$ cat config.mk
export PLATFORM = sky130hd
export DESIGN_NAME = fft32_stream_ctrl
export DESIGN_NICKNAME = d
export VERILOG_FILES = /design/src/rtl/fft_ctrl_pkg.sv /design/src/rtl/fft_out_tagger.sv /design/src/rtl/fft32_stream_ctrl.sv
export SDC_FILE = /design/constraint.sdc
export NUM_CORES = 1
export LEC_CHECK = 0
export ABC_CLOCK_PERIOD_IN_PS = 3000
export BUFFER_PORTS_ARGS = -buffer_cell sky130_fd_sc_hd__buf_2
export CORE_ASPECT_RATIO = 0.5
export CORE_UTILIZATION = 56
export DETAILED_ROUTE_END_ITERATION = 7
export PLACE_DENSITY = 0.79
export SETUP_SLACK_MARGIN = 0.4
export SYNTH_ARGS = -nofsm -noshare
export SYNTH_HDL_FRONTEND = slang
export SYNTH_SLANG_ARGS = --single-unit
$ cat constraint.sdc
create_clock -name CLK -period 3 [get_ports CLK]
set_input_delay 0.3 -clock CLK [delete_from_list [all_inputs] [get_ports CLK]]
set_output_delay 0.3 -clock CLK [all_outputs]
set_load 0.02 [all_outputs]
$ cat src/rtl/fft_ctrl_pkg.sv
// Shared definitions for the 32-point FFT stream controller: controller
// states and default frame geometry.
package fft_ctrl_pkg;

    localparam int NFFT_DEF = 32;  // points per frame (power of two)
    localparam int LOGN_DEF = 5;   // log2(NFFT_DEF), width of sample indices
    localparam int FCW_DEF  = 8;   // width of the wrapping frame counters

    typedef enum logic [1:0] {
        IDLE  = 2'd0,
        ARM   = 2'd1,
        RUN   = 2'd2,
        FLUSH = 2'd3
    } state_e;

endpackage

$ cat src/rtl/fft_out_tagger.sv
// Output-side tagging for the FFT datapath. Arms on the RDY pulse of the
// last reordering buffer, then counts ED cycles to produce valid/first/last,
// the output sample index and the number of completed output frames.
module fft_out_tagger
    import fft_ctrl_pkg::*;
#(
    parameter int NFFT = NFFT_DEF,
    parameter int LOGN = LOGN_DEF,
    parameter int FCW  = FCW_DEF
) (
    input  logic            CLK,
    input  logic            RST,
    input  logic            start_i,
    input  logic            buf_rdy_i,
    input  logic            ed_i,
    output logic            out_valid_o,
    output logic            out_first_o,
    output logic            out_last_o,
    output logic [LOGN-1:0] out_idx_o,
    output logic [FCW-1:0]  out_frames_o
);

    localparam logic [LOGN-1:0] IDX_LAST = LOGN'(NFFT - 1);

    logic            out_armed_q, out_armed_d;
    logic [LOGN-1:0] out_idx_q,   out_idx_d;
    logic [FCW-1:0]  out_frames_q, out_frames_d;

    assign out_valid_o  = out_armed_q & ed_i;
    assign out_first_o  = out_valid_o & (out_idx_q == '0);
    assign out_last_o   = out_valid_o & (out_idx_q == IDX_LAST);
    assign out_idx_o    = out_idx_q;
    assign out_frames_o = out_frames_q;

    // Next-state for the arm flag, output index and output frame count.
    always_comb begin
        // NOTE: every variable gets a default before any branch so no path
        // leaves it unassigned; that is what keeps this block latch-free.
        out_armed_d  = out_armed_q;
        out_idx_d    = out_idx_q;
        out_frames_d = out_frames_q;

        // START re-aligns the datapath, so it overrides a coincident RDY.
        if (start_i) begin
            out_armed_d = 1'b0;
        end else if (buf_rdy_i) begin
            out_armed_d = 1'b1;
        end

        if (start_i) begin
            out_idx_d = '0;
        end else if (out_valid_o) begin
            out_idx_d = out_idx_q + 1'b1;
        end

        if (out_last_o) begin
            out_frames_d = out_frames_q + 1'b1;
        end
    end

    // Tagger state registers with synchronous reset.
    always_ff @(posedge CLK) begin
        // NOTE: non-blocking assignments here so every register samples the
        // pre-edge values, independent of statement order.
        if (RST) begin
            out_armed_q  <= 1'b0;
            out_idx_q    <= '0;
            out_frames_q <= '0;
        end else begin
            out_armed_q  <= out_armed_d;
            out_idx_q    <= out_idx_d;
            out_frames_q <= out_frames_d;
        end
    end

endmodule

$ cat src/rtl/fft32_stream_ctrl.sv
// Sequencer for the 32-point pipelined FFT datapath. Turns a valid/ready
// sample stream into START/ED, frames input into NFFT-sample blocks,
// flushes the pipeline with zero samples at end of stream and tags outputs.
// Optional build macro: FFT_CTRL_SYNC_CHECK_EN enables IN_LAST framing checks
// (sticky ERR plus datapath re-alignment); without it IN_LAST is ignored.
module fft32_stream_ctrl
    import fft_ctrl_pkg::*;
#(
    parameter int NFFT = NFFT_DEF,
    parameter int LOGN = LOGN_DEF,
    parameter int FCW  = FCW_DEF
) (
    input  logic            CLK,
    input  logic            RST,
    input  logic            EN,
    input  logic            IN_VALID,
    input  logic            IN_LAST,
    output logic            IN_READY,
    output logic            ZERO_SEL,
    output logic            START,
    output logic            ED,
    input  logic            BUF_RDY,
    output logic            OUT_VALID,
    output logic            OUT_FIRST,
    output logic            OUT_LAST,
    output logic [LOGN-1:0] OUT_IDX,
    output logic [FCW-1:0]  FRAME_CNT,
    output logic            BUSY,
    output logic            ERR
);

    localparam logic [LOGN-1:0] IDX_LAST = LOGN'(NFFT - 1);

    state_e          state_q, state_d;
    logic [LOGN-1:0] in_idx_q, in_idx_d;
    logic [FCW-1:0]  in_frames_q, in_frames_d;
    logic            start_q, busy_q, zero_sel_q;

    logic            ed, in_ready;
    logic            accept, at_last, sync_err;
    logic [FCW-1:0]  out_frames, pending;
    logic            out_last;
    logic [LOGN-1:0] out_idx;
    logic            flush_done;

    assign accept  = (state_q == RUN) & IN_VALID;
    assign at_last = (in_idx_q == IDX_LAST);

`ifdef FFT_CTRL_SYNC_CHECK_EN
    logic err_q;

    // Source framing must agree with the local sample index.
    assign sync_err = accept & (IN_LAST != at_last);

    // Sticky framing error, cleared only by reset.
    always_ff @(posedge CLK) begin
        if (RST) begin
            err_q <= 1'b0;
        end else if (sync_err) begin
            err_q <= 1'b1;
        end
    end

    assign ERR = err_q;
`else
    logic unused_in_last;

    assign unused_in_last = IN_LAST;
    assign sync_err       = 1'b0;
    assign ERR            = 1'b0;
`endif

    // Frames still owed to the output side; modular like the counters.
    assign pending = in_frames_q - out_frames;

    // Leave FLUSH on the edge that completes the last owed output frame, so
    // the first IDLE cycle already sees pending==0 and out_idx==0 and no
    // stray ED reaches an armed tagger. The first term covers a flush with
    // nothing outstanding.
    assign flush_done = ((pending == '0) && (out_idx == '0)) ||
                        (out_last && (pending == FCW'(1)));

    // Controller FSM next-state, input counters and combinational controls.
    always_comb begin
        state_d     = state_q;
        in_idx_d    = in_idx_q;
        in_frames_d = in_frames_q;
        ed          = 1'b0;
        in_ready    = 1'b0;

        unique case (state_q)
            IDLE: begin
                if (EN) begin
                    state_d = ARM;
                end
            end
            ARM: begin
                in_idx_d = '0;
                state_d  = RUN;
            end
            RUN: begin
                in_ready = 1'b1;
                ed       = IN_VALID;
                if (accept) begin
                    in_idx_d = in_idx_q + 1'b1;
                    // A broken frame is not counted; ARM re-aligns instead.
                    if (at_last && !sync_err) begin
                        in_frames_d = in_frames_q + 1'b1;
                    end
                end
                if (sync_err) begin
                    state_d = ARM;
                end else if (!EN && ((!accept && (in_idx_q == '0)) ||
                                     (accept && at_last))) begin
                    state_d = FLUSH;
                end
            end
            FLUSH: begin
                ed = 1'b1;
                if (flush_done) begin
                    state_d = IDLE;
                end
            end
            default: begin
                state_d = IDLE;
            end
        endcase
    end

    // State, counters and registered controls; START is high for the ARM cycle.
    always_ff @(posedge CLK) begin
        if (RST) begin
            state_q     <= IDLE;
            in_idx_q    <= '0;
            in_frames_q <= '0;
            start_q     <= 1'b0;
            busy_q      <= 1'b0;
            zero_sel_q  <= 1'b0;
        end else begin
            state_q     <= state_d;
            in_idx_q    <= in_idx_d;
            in_frames_q <= in_frames_d;
            start_q     <= (state_d == ARM);
            busy_q      <= (state_d != IDLE);
            zero_sel_q  <= (state_d == FLUSH);
        end
    end

    fft_out_tagger #(
        .NFFT (NFFT),
        .LOGN (LOGN),
        .FCW  (FCW)
    ) u_tagger (
        .CLK          (CLK),
        .RST          (RST),
        .start_i      (start_q),
        .buf_rdy_i    (BUF_RDY),
        .ed_i         (ed),
        .out_valid_o  (OUT_VALID),
        .out_first_o  (OUT_FIRST),
        .out_last_o   (out_last),
        .out_idx_o    (out_idx),
        .out_frames_o (out_frames)
    );

    assign ED        = ed;
    assign IN_READY  = in_ready;
    assign START     = start_q;
    assign BUSY      = busy_q;
    assign ZERO_SEL  = zero_sel_q;
    assign OUT_LAST  = out_last;
    assign OUT_IDX   = out_idx;
    assign FRAME_CNT = out_frames;

endmodule

==> impl_results.md, run 1 <==
- WL/cell: roughly 14 um
- Worst setup startpoint: in_frames_q[0]$_SDFFE_PP0P_
- Worst EP arrival: 2.50 ns
- Core ar.: 0.00308 sq mm
- Area leader, netlist: dfxtp_1
- RSZ-0062 raised after global routing: no
- Clock Tree Buf Depth: 2
- Synthesized area per cell: 8.50 sq um
- CTS buffer count: 5
- Clk_lat worst skew: 0.29 ns
- Setup_tns: 0 ns
- Post-synth EDFFs: 0
- Leakage: a little over 0.9 nW
- Pwr dens: 453 mW/mm^2
- Top-area cell type share of the netlist area: 34.3%
- Endpoints failing setup: 0
- Site Rows: 14
- Final GP Congestion: 0.779
- Final wirelength: a little under 4000 um
- R2R depth: 9
- Io pins: 28
- H-tree Lvls: 2
- Vias in the first global route: around 1500
- Clock power frac: between 40% and 50%
- Setup WS pre-CTS: 0.679 ns
- Final Skew: 0.00527 ns
- Largest net degree at the start of global routing: 27
- CP cell instances: inv_1 -> ha_1 -> fa_1 -> nand2b_1 -> a21oi_1 -> mux2i_1 -> o2111ai_2 -> o311ai_1 -> a21oi_1
- Synthesis warning total: 0
- Buf/Inv on CP: 1
- Global-route wire length before repair: between 6000 and 7000 um
- Grt total ovfl: 0
- CTS tree: yes
- Seq/Total Area, Yosys: 34.3%
- Post-Layout Cell Count: roughly 280
- Worst hold stages: 3
- Initial antenna violation count: 0
- Fmax: 0.428 GHz
- RR Startpoint: in_frames_q[0]$_SDFFE_PP0P_
- Filler Cells Inserted: 257
- Root Buffer Master: clkbuf_8
- Hpwl dp: 2670 um
- Tot GR Track Use: 23.6%
- Post-CTS sizing: 0
- Crit path kind: reg2reg
- Layout Nets: approximately 260
- Initial drt markers: 51
- Yosys reg bits: 32
- R2R setup slack: between 0.6 and 0.7 ns
- Layout cells sized above 1: between 15 and 20%
- Minimum clock period: 2.34 ns
- Die X: about 84 um
- DR vias: 1557
- Sinks on Clock Net: 32
- Post-Syn Nets: between 200 and 250
- Worst Tran Pin Value: between 0.6 and 0.7 ns
- Placed Instances: 274
- R2R Path End: state_q[0]$_SDFF_PP0_
- Vias per inst: 5.52
- Crit Path Max Fanout: 4
- # port buffers: 25
- Post-Syn Instances: 220
- Critical Path RT: 3.16 ns
- Synth cell types: 45
- Area occupied by multi-input gates: 0.00111 sq mm
- Final Hold Viols: 0
- MaxCap Viol Count: 0
- Drt first pass iters: 4
- Layout area overhead: 13.1%
- Core Util, Final: 68.6%
- Antenna cells: 0
- Die ar.: 0.00359 sq mm
- Final Slew Violations: 0
- Worst vdd ir: around 0.28 mV
- CP most frequent cell: a21oi_1
- Top cell family by delay on the critical path: compound AO/OA/AOI/OAI gates
- Slew Limit Headroom: 55.4%
- Starting density of the core: 60.6%
- Sw Pwr: 212 uW
- Most frequent cells in the layout: nor2_1 (34), dfxtp_1 (32), buf_2 (25), inv_1 (15), ha_1 (15)
- Hold_buf cts: 0
- Hold_sp: BUF_RDY
- Internal power: about 750 uW
- Hold Slack: around 0.23 ns
- Drt drc: 0
- Setup bufs post-CTS: 0
- Post-Syn Area: 0.00187 sq mm
- Status: finished clean
- Ys flop type: dfxtp_1
- Commonest non-fill, non-tap cell in the layout: nor2_1
- Register area: 641 sq um
- Logic pwr share: around 6.2%
- Slowest CP cell: fa_1
- Post-route ant nets: 0
- Hold worst-path end: u_tagger.out_armed_q$_SDFFE_PP0P_
- Fraction of registers with async set/reset: 0%
- Die Ht: 42.9 um
- HP Class: in2reg
- Final period utilization: 77.9%
- Sw frac: 22.2%
- Max stage delay on crit path: slightly above 0.4 ns
- Worst Setup End Kind: flip-flop
- Largest cells by area after synthesis: dfxtp_1 (34%), ha_1 (10%), nor2_1 (6.8%), xnor2_1 (6.1%), xor2_1 (3.3%)
- Clock-pin slew on the worst setup and hold paths: 0.07 ns
- Reg power frac: 45.8%
- Startpoint types: flip-flop
- Worst setup margin: 0.662 ns
==> Yosys cell counts (2+ instances only) <==
cell type	n
nand3_1	8
o211ai_1	4
nor3_1	8
nor2b_1	4
o21a_1	3
inv_1	15
o31a_1	2
o21ai_0	7
buf_6	2
nor2_1	34
dfxtp_1	32
and3_1	5
nand2_1	6
ha_1	15
mux2_2	2
nand4_1	6
xnor2_1	13
clkbuf_1	8
xor2_1	7
nand2b_1	2
a22oi_1	3
a21oi_1	8
mux2i_1	4
==> worst register-to-register path, delay by kind of cell (launching register included) <==
kind            cells  cell delay (ns)
buf+inv             1             0.06
mux                 1             0.24
simple gates        1             0.16
flops               1             0.40
fa+ha+maj           2             0.62
compound gates      4             0.73
==> cell type report <==
class	count	area share (%)
clock buffers	7	4.56
clock inverters	1	1.42
inverters	15	2.66
multi-input cells	161	52.4
flip-flops and latches	32	30.3
well taps	40	2.37
repair buffers	26	6.27
==> kinds of logic (layout without fill, tap and decap cells) <==
family	Yosys count	after routing	share of synthesized area, %
AO/OA/AOI/OAI	34	34	12.5
XOR/XNOR	20	20	9.37
adder cells (fa/ha/maj)	16	16	11.1
buffers and inverters	27	49	6.43
flip-flops	32	32	34.3
multiplexers	6	6	3.35
other	1	1	0.201
AND/OR/NAND/NOR	84	84	22.8
==> power by group through the flow <==
stage | logic (mW) | clock network, mW | registers [mW]
floorplan | 0.0435 | 0 | 0.449
global placement | 0.0577 | 0 | 0.448
detailed placement | 0.0586 | 0 | 0.448
CTS | 0.0592 | 0.465 | 0.438
global route | 0.0652 | 0.480 | 0.439
finish | 0.0593 | 0.460 | 0.438
==> sequential cells by signal, indices dropped and copies added (netlist names) <==
| signal | flops |
|---|---|
| BUSY | 1 |
| START | 1 |
| ZERO_SEL | 1 |
| in_frames_q | 8 |
| in_idx_q | 5 |
| state_q | 2 |
| u_tagger.out_armed_q | 1 |
| u_tagger.out_frames_o | 8 |
| u_tagger.out_idx_o | 5 |
==> metrics by stage <==
stage	instance area, sq um	total power, mW
finish	2110	0.958
global route	2110	0.985
floorplan	1870	0.493
global placement	1990	0.505
detailed placement	1990	0.506
CTS	2110	0.962
==> how the worst max path moves through the flow <==
stage	to	cells after the start	slack, ns
global placement	state_q[0]$_SDFF_PP0_	9	0.71
finish	state_q[0]$_SDFF_PP0_	9	0.66
detailed placement	state_q[0]$_SDFF_PP0_	9	0.68
floorplan	state_q[0]$_SDFF_PP0_	8	0.81
global route	state_q[0]$_SDFF_PP0_	9	0.51
CTS	state_q[0]$_SDFF_PP0_	9	0.66
==> layer usage <==
metal	vias up	wire, um	global-route usage, %
li1	795	-	-
met3	9	169	6.61
met1	713	1820	28.9
met2	40	1790	39.8
met4	0	76	9.49
met5	-	0	0
No activity file was read; power rests on OpenSTA's default activity.
==> inputs of run 2 (changes only) <==
--- a/config.mk
+++ b/config.mk
@@ -5,12 +5,13 @@
 export SDC_FILE = /design/constraint.sdc
 export NUM_CORES = 1
 export LEC_CHECK = 0
-export ABC_CLOCK_PERIOD_IN_PS = 3000
+export ABC_AREA = 1
+export ABC_CLOCK_PERIOD_IN_PS = 2300
 export BUFFER_PORTS_ARGS = -buffer_cell sky130_fd_sc_hd__buf_2
 export CORE_ASPECT_RATIO = 0.5
-export CORE_UTILIZATION = 56
+export CORE_UTILIZATION = 57
 export DETAILED_ROUTE_END_ITERATION = 7
-export PLACE_DENSITY = 0.79
+export PLACE_DENSITY = 0.8
 export SETUP_SLACK_MARGIN = 0.4
 export SYNTH_ARGS = -nofsm -noshare
 export SYNTH_HDL_FRONTEND = slang
==> constraint.sdc (replaced) <==
create_clock -name CLK -period 2.3 [get_ports CLK]
set_input_delay 0.23 -clock CLK [delete_from_list [all_inputs] [get_ports CLK]]
set_output_delay 0.23 -clock CLK [all_outputs]
set_load 0.02 [all_outputs]
==> run 2 against run 1 <==
Effect of this change: the flow now finishes with violations (DRC); power is 15% higher; clock skew is 0.0059 ns higher; die area up 1.5%; sequential share of layout area fell by 3.3 points; wire length is 18% higher; sequential power increased by 32%; flip-flop and latch count did not move; utilization rose by 10 points; clock power down 6.3%.
==> impl_results.md, run 2 <==
- Commonest cells post-synth: nand2_1 (61), inv_1 (56), dfxtp_1 (32) (was nor2_1 (34), dfxtp_1 (32), ha_1 (15), inv_1 (15), xnor2_1 (13))
- Drt drc: 4 (was 0)
- Core Util, Final: 79.0% (was 68.6%)
- Crit Path Max Fanout: 2 (was 4)
- Post-Syn Instances: 285 (was 220)
- Global-route wire length before repair: 6660 um (was 6530 um)
- MaxCap Viol Count: 0 (unchanged)
- Most common cell in the netlist: nand2_1 (was nor2_1)
- M2 GR Usage: 40.0% (was 39.8%)
- Grt total ovfl: 0 (unchanged)
- Starting density of the core: 62.0% (was 60.6%)
- Synth cell types: 29 (was 45)
- Final period utilization: 83.5% (was 77.9%)
- Layout area overhead: 27.5% (was 13.1%)
- CP cell instances: inv_2 -> ha_4 -> fa_2 -> inv_1 -> nor2_1 -> nand3_1 -> nor2_1 -> nand3_2 -> o21ai_2 -> nand2_1 -> nand2_2 -> nand2_1 (was inv_1 -> ha_1 -> fa_1 -> nand2b_1 -> a21oi_1 -> mux2i_1 -> o2111ai_2 -> o311ai_1 -> a21oi_1)
- Post-synth EDFFs: 0 (unchanged)
- Site Rows: 14 (unchanged)
- Synthesis warning total: 0 (unchanged)
- Worst EP arrival: 2.11 ns (was 2.50 ns)
- Die X: 84.3 um (was 83.7 um)
- Die ar.: 0.00364 sq mm (was 0.00359 sq mm)
- Critical Path Sink: BUSY$_SDFF_PP0_ (was state_q[0]$_SDFF_PP0_)
- Endpoints failing setup: 0 (unchanged)
- Pwr dens: 448 mW/mm^2 (was 453 mW/mm^2)
- Sinks on Clock Net: 32 (unchanged)
- Layout Nets: 347 (was 263)
- Worst Setup End Kind: flip-flop (unchanged)
- Post-route ant nets: 0 (unchanged)
- GR peak layer: met2 (unchanged)
- Max stage delay on crit path: 0.51 ns (was 0.41 ns)
- Vias per inst: 5.37 (was 5.52)
- Clk_lat worst skew: 0.29 ns (about the same)
- Vias in the first global route: 1614 (was 1462)
- Crit path kind: reg2reg (unchanged)
- Largest net degree at the start of global routing: 16 (was 27)
- Final GP Congestion: 0.841 (was 0.779)
- Largest family of logic cells by synthesized area: simple AND/OR/NAND/NOR gates (unchanged)
- Placed Instances: 347 (was 274)
- CTS tree: yes (unchanged)
- Status: finished, violations left (was finished clean)
- Setup_tns: 0 ns (unchanged)
- Final Slew Violations: 0 (unchanged)
- Synthesized area per cell: 6.78 sq um (was 8.50 sq um)
- R2R Path End: BUSY$_SDFF_PP0_ (was state_q[0]$_SDFF_PP0_)
- Core ar.: 0.00312 sq mm (was 0.00308 sq mm)
- Ys flop type: dfxtp_1 (unchanged)
- Simple logic cell fraction of the synthesized area: 30.9% (was 22.8%)
- Most frequent cells in the layout: nand2_1 (58), inv_1 (51), nor2_1 (24), buf_2 (24), a21oi_1 (22) (was nor2_1 (34), dfxtp_1 (32), buf_2 (25), inv_1 (15), ha_1 (15))
- Yosys reg bits: 32 (unchanged)
- GR Util met3: 6.61% (unchanged)
- RR Startpoint: in_frames_q[0]$_SDFFE_PP0P_ (unchanged)
- Initial antenna violation count: 0 (unchanged)
- Post-synthesis mux area share: 0% (was 3.35%)
- Fraction of registers with async set/reset: 0% (unchanged)
- Minimum clock period: 1.92 ns (was 2.34 ns)
- Slowest CP cell: fa_2 (was fa_1)
- H-tree Lvls: 2 (unchanged)
- GRT met1 Usage: 28.8% (was 28.9%)
- Root Buffer Master: clkbuf_8 (unchanged)
- Hold Slack: 0.162 ns (was 0.230 ns)
- Leakage: 1.27 nW (was 0.921 nW)
- Fin area: 0.00246 sq mm (was 0.00211 sq mm)
- Antenna cells: 0 (unchanged)
- Initial drt markers: 130 (was 51)
- Post-Syn Area: 0.00193 sq mm (was 0.00187 sq mm)
- Top-area cell type share of the netlist area: 33.2% (was 34.3%)
- Seq/Total Area, Yosys: 33.2% (was 34.3%)
- Hpwl dp: 2930 um (was 2670 um)
- Clock-pin slew on the worst setup and hold paths: 0.07 ns (about the same)
- Largest cells by area after synthesis: dfxtp_1 (33%), nand2_1 (12%), inv_1 (11%), ha_1 (9.7%), a21oi_1 (6.0%) (was dfxtp_1 (34%), ha_1 (10%), nor2_1 (6.8%), xnor2_1 (6.1%), xor2_1 (3.3%))
- Layout cells sized above 1: 30.7% (was 16.5%)
- Io pins: 28 (unchanged)
- Area leader, netlist: dfxtp_1 (unchanged)
- RSZ-0062 raised after global routing: yes (was no)
- Post-synthesis compound-gate area fraction: 12.2% (was 12.5%)
- Xor and xnor area share after synthesis: 0.453% (was 9.37%)
- Drt first pass iters: 6 (was 4)
- CTS buffer count: 5 (unchanged)
- R2R depth: 12 (was 9)
- Hold_sp: BUF_RDY (unchanged)
- Final Power: 1.10 mW (was 958 uW)
- Critical Path RT: 2.49 ns (was 3.16 ns)
- Worst setup margin: 0.379 ns (was 0.662 ns)
- Fmax: 0.521 GHz (was 0.428 GHz)
- # port buffers: 25 (unchanged)
- R2R setup slack: 0.38 ns (was 0.66 ns)
- Post-Syn Nets: 307 (was 242)
- Startpoint types: flip-flop (unchanged)
- Synth Area in Adders: 10.8% (was 11.1%)
- Tot GR Track Use: 23.6% (about the same)
- WL/cell: 12.5 um (was 13.7 um)
- Final Skew: 0.0111 ns (was 0.00527 ns)
- HP Class: in2reg (unchanged)
- Final wirelength: 4560 um (was 3860 um)
- Worst setup startpoint: in_frames_q[0]$_SDFFE_PP0P_ (unchanged)
- Commonest non-fill, non-tap cell in the layout: nand2_1 (was nor2_1)
- Final Hold Viols: 0 (unchanged)
- Post-Layout Cell Count: 366 (was 282)
- Setup WS pre-CTS: 0.181 ns (was 0.679 ns)
- Cell Area, Placed: 0.00210 sq mm (was 0.00199 sq mm)
- Die Ht: 43.2 um (was 42.9 um)
- Failing checks: DRC
- Clock Tree Buf Depth: 2 (unchanged)
- Worst vdd ir: 0.375 mV (was 0.278 mV)
- DR vias: 1966 (was 1557)
[run 2: power by group]
part | leakage, nW | switching (mW) | total, mW | internal (mW)
Combinational | 0.952 | 0.0664 | 0.0963 | 0.0299
Sequential | 0.266 | 0.0127 | 0.576 | 0.563
Clock | 0.0479 | 0.221 | 0.431 | 0.211
Total | 1.27 | 0.300 | 1.10 | 0.804
[run 2: area by class of cell]
cell class,count,area (sq um)
multi-input cells,191,1220
flip-flops and latches,32,664
fillers,219,654
inverters,59,226
repair buffers,36,210
clock buffers,5,68.8
well taps,40,50.0
clock inverters,3,18.8
[run 2: how the worst min path moves through the flow]
stage	slack (ns)	to	depth (start not counted)
global route	0.17	u_tagger.out_armed_q$_SDFFE_PP0P_	3
CTS	0.16	u_tagger.out_armed_q$_SDFFE_PP0P_	3
floorplan	0.36	u_tagger.out_armed_q$_SDFFE_PP0P_	2
finish	0.16	u_tagger.out_armed_q$_SDFFE_PP0P_	3
detailed placement	0.46	u_tagger.out_armed_q$_SDFFE_PP0P_	3
global placement	0.45	u_tagger.out_armed_q$_SDFFE_PP0P_	3
[run 2: repair_timing]
item                       in CTS  in global routing
hold buffers                    0                  0
resized for setup              10                 44
setup endpoints to repair       6                 14
setup buffers                   5                  6
pin swaps                       5                 11
[run 2: worst max-delay path, delay by kind of cell (launching register included)]
kind	cells	cell delay (ns)
AOI/OAI and AO/OA	1	0.14
adders and majority gates	2	0.67
buffers and inverters	2	0.10
DFF	1	0.35
and+or+nand+nor	7	0.57
[run 2: cells by family (layout without fill, tap and decap cells)]
group	after synthesis	after routing
AO/OA/AOI/OAI	45	45
other	1	1
buffers and inverters	62	103
adder cells (fa/ha/maj)	16	16
XOR/XNOR	1	1
AND/OR/NAND/NOR	128	128
flip-flops	32	32
[run 2: per-layer routing]
| layer | wire length [um] | vias to the layer above |
|---|---|---|
| met2 | 2220 | 57 |
| li1 | - | 986 |
| met4 | 98 | 0 |
| met3 | 255 | 12 |
| met5 | 0 | - |
| met1 | 1980 | 911 |
==> inputs of run 3 (changes only) <==
--- a/config.mk
+++ b/config.mk
@@ -6,12 +6,12 @@
 export NUM_CORES = 1
 export LEC_CHECK = 0
 export ABC_AREA = 1
-export ABC_CLOCK_PERIOD_IN_PS = 2300
+export ABC_CLOCK_PERIOD_IN_PS = 1700
 export BUFFER_PORTS_ARGS = -buffer_cell sky130_fd_sc_hd__buf_2
 export CORE_ASPECT_RATIO = 0.5
-export CORE_UTILIZATION = 57
+export CORE_UTILIZATION = 51
 export DETAILED_ROUTE_END_ITERATION = 7
-export PLACE_DENSITY = 0.8
+export PLACE_DENSITY = 0.75
 export SETUP_SLACK_MARGIN = 0.4
 export SYNTH_ARGS = -nofsm -noshare
 export SYNTH_HDL_FRONTEND = slang
==> constraint.sdc (replaced) <==
create_clock -name CLK -period 1.7 [get_ports CLK]
set_input_delay 0.17 -clock CLK [delete_from_list [all_inputs] [get_ports CLK]]
set_output_delay 0.17 -clock CLK [all_outputs]
set_load 0.02 [all_outputs]
==> run 3 against run 2 <==
Effect of this change: the run ends with setup timing left; largest power group unchanged; setup slack worse by 0.87 ns; clock-buffer cell count unchanged; first-iteration DRC count increased by 55%; hold slack better by 0.0055 ns; critical path depth grew 3.
==> impl_results.md, run 3 (same netlist as run 2, synthesis figures left out) <==
- R2R depth: 15 (was 12)
- Drt drc: 0 (was 4)
- GRT met1 Usage: 33.1% (was 28.8%)
- Worst Setup End Kind: flip-flop (unchanged)
- # port buffers: 25 (unchanged)
- Core ar.: 0.00353 sq mm (was 0.00312 sq mm)
- Antenna cells: 0 (unchanged)
- Logic pwr share: 11.2% (was 8.7%)
- Crit Path Max Fanout: 2 (unchanged)
- Commonest non-fill, non-tap cell in the layout: nand2_1 (unchanged)
- Layout Nets: 387 (was 347)
- Sw Pwr: 455 uW (was 300 uW)
- Sw frac: 26.6% (was 27.2%)
- Die X: 89.0 um (was 84.3 um)
- Slew Limit Headroom: 65.6%
- MaxCap Viol Count: 0 (unchanged)
- Failing checks: setup timing (was DRC)
- HP Class: in2reg (unchanged)
- Setup WS pre-CTS: -0.237 ns (was 0.181 ns)
- Clock Tree Buf Depth: 2 (unchanged)
- Minimum clock period: 2.20 ns (was 1.92 ns)
- Clock-pin slew on the worst setup and hold paths: 0.08 ns (was 0.07 ns)
- Worst setup margin: -0.496 ns (was 0.379 ns)
- Area occupied by multi-input gates: 0.00131 sq mm (was 0.00122 sq mm)
- Fin area: 0.00296 sq mm (was 0.00246 sq mm)
- Reg power frac: 45.5% (was 52.2%)
- CP cell instances: inv_2 -> ha_4 -> fa_2 -> inv_1 -> buf_4 -> nand2_1 -> nand2_1 -> nor2_4 -> nand3_2 -> nor2_2 -> nand3_2 -> o21ai_2 -> nand2_1 -> nand2_2 -> nand2_1 (was inv_2 -> ha_4 -> fa_2 -> inv_1 -> nor2_1 -> nand3_1 -> nor2_1 -> nand3_2 -> o21ai_2 -> nand2_1 -> nand2_2 -> nand2_1)
- Site Rows: 15 (was 14)
- GR Util met3: 10.3% (was 6.61%)
- Final wirelength: 6960 um (was 4560 um)
- CP most frequent cell: nand2_1
- Endpoints failing setup: 11 (was 0)
- Core Util, Final: 83.9% (was 79.0%)
- Root Buffer Master: clkbuf_8 (unchanged)
- Initial antenna violation count: 0 (unchanged)
- Starting density of the core: 54.8% (was 62.0%)
- GR peak layer: met2 (unchanged)
- Grt total ovfl: 0 (unchanged)
- Io pins: 28 (unchanged)
- Final Hold Viols: 0 (unchanged)
- Worst vdd ir: 0.452 mV (was 0.375 mV)
- Pwr dens: 578 mW/mm^2 (was 448 mW/mm^2)
- Max stage delay on crit path: 0.34 ns (was 0.51 ns)
- Final Slew Violations: 0 (unchanged)
- Cell Area, Placed: 0.00245 sq mm (was 0.00210 sq mm)
- M2 GR Usage: 55.1% (was 40.0%)
- CTS tree: yes (unchanged)
- Vias in the first global route: 2048 (was 1614)
- Hold_buf cts: 0 (unchanged)
- Hold worst-path end: u_tagger.out_armed_q$_SDFFE_PP0P_ (unchanged)
- Filler Cells Inserted: 199 (was 219)
- Most frequent cells in the layout: nand2_1 (55), inv_1 (47), buf_4 (38), buf_2 (21) (was nand2_1 (58), inv_1 (51), nor2_1 (24), buf_2 (24), a21oi_1 (22))
- Leakage: 1.50 nW (was 1.27 nW)
- Hpwl dp: 3430 um (was 2930 um)
- Clock power frac: 43.3% (was 39.1%)
- R2R Path End: BUSY$_SDFF_PP0_ (unchanged)
- Final GP Congestion: 0.869 (was 0.841)
- Post-route ant nets: 0 (unchanged)
- Status: finished, violations left (unchanged)
- Startpoint types: flip-flop (unchanged)
- Largest net degree at the start of global routing: 16 (unchanged)
- Global-route wire length before repair: 9100 um (was 6660 um)
- Post-Layout Cell Count: 417 (was 366)
- Initial drt markers: 202 (was 130)
- Tot GR Track Use: 30.4% (was 23.6%)
- Crit path kind: reg2reg (unchanged)
- WL/cell: 16.7 um (was 12.5 um)
- R2R setup slack: -0.50 ns (was 0.38 ns)
- Clk_lat worst skew: 0.29 ns (about the same)
- Critical Path RT: 1.88 ns (was 2.49 ns)
- Vias per inst: 5.67 (was 5.37)
- Layout cells sized above 1: 42.6% (was 30.7%)
- DR vias: 2363 (was 1966)
- RSZ-0062 raised after global routing: yes (unchanged)
- RR Startpoint: in_frames_q[0]$_SDFFE_PP0P_ (unchanged)
- Placed Instances: 390 (was 347)
- Final Skew: 0.00856 ns (was 0.0111 ns)
- CTS buffer count: 5 (unchanged)
- Register area: 669 sq um (was 664 sq um)
- Die Ht: 45.5 um (was 43.2 um)
- Worst EP arrival: 2.37 ns (was 2.11 ns)
- Hold_sp: BUF_RDY (unchanged)
- Fmax: 0.455 GHz (was 0.521 GHz)
- Worst hold stages: 3 (unchanged)
- Internal power: 1.26 mW (was 804 uW)
- Layout area overhead: 53.3% (was 27.5%)
- Worst Tran Pin Value: 0.516 ns
- Die ar.: 0.00405 sq mm (was 0.00364 sq mm)
- Final period utilization: 129% (was 83.5%)
- H-tree Lvls: 2 (unchanged)
- Sinks on Clock Net: 32 (unchanged)
- Slowest CP cell: dfxtp_2 (was fa_2)
- Drt first pass iters: 5 (was 6)
## run 3: power groups by stage
| stage | Sequential [mW] | Clock (mW) | Combinational [mW] |
|---|---|---|---|
| 2_1_floorplan | 0.804 | 0 | 0.0836 |
| 3_3_place_gp | 0.791 | 0 | 0.138 |
| 3_5_place_dp | 0.792 | 0 | 0.142 |
| 4_1_cts | 0.777 | 0.723 | 0.161 |
| 5_1_grt | 0.780 | 0.769 | 0.204 |
| 6_report | 0.779 | 0.740 | 0.191 |
## run 3: how the worst max path moves through the flow
stage,from,to,slack [ns]
floorplan,u_tagger.out_frames_o[0]$_SDFFE_PP0P_,BUSY$_SDFF_PP0_,-0.12
global placement,in_frames_q[0]$_SDFFE_PP0P_,BUSY$_SDFF_PP0_,-0.17
detailed placement,in_frames_q[0]$_SDFFE_PP0P_,BUSY$_SDFF_PP0_,-0.24
CTS,in_frames_q[0]$_SDFFE_PP0P_,BUSY$_SDFF_PP0_,-0.17
global route,in_frames_q[0]$_SDFFE_PP0P_,BUSY$_SDFF_PP0_,-0.49
finish,in_frames_q[0]$_SDFFE_PP0P_,BUSY$_SDFF_PP0_,-0.50
## run 3: per-layer routing
metal  wire length (um)  vias up
met5                  0        -
met4                638        0
met3                568       76
met2               3220      172
met1               2530     1055
li1                   -     1060
## run 3: what timing repair did
| item | 4_1_cts | 5_1_grt |
|---|---|---|
| hold endpoints to repair | 0 | 0 |
| gates resized for setup | 43 | 29 |
| buffers inserted | 13 | 6 |
| pin swaps | 18 | 11 |
| setup endpoints to repair | 22 | 28 |
## run 3: area by class of cell
type / instances / share of cell area [%]
repair buffers: 76 / 19.6
well taps: 51 / 2.15
multi-input cells: 191 / 44.1
inverters: 59 / 7.90
flip-flops and latches: 32 / 22.6
clock buffers: 5 / 2.32
clock inverters: 3 / 1.27
## run 3: worst max-delay path: cells and delay by family, from the launching register on
family          cells  cell delay, ns
simple gates        9            0.93
fa+ha+maj           2            0.37
flops               1            0.34
buf+inv             3            0.26
compound gates      1            0.18
## run 3: stage by stage
stage / TNS, ns / power [mW] / hold slack, ns
floorplan: -0.353 / 0.887 / 0.299
global placement: -0.563 / 0.929 / 0.403
detailed placement: -0.815 / 0.934 / 0.439
CTS: -0.669 / 1.66 / 0.138
global route: -2.98 / 1.75 / 0.178
finish: -2.28 / 1.71 / 0.168
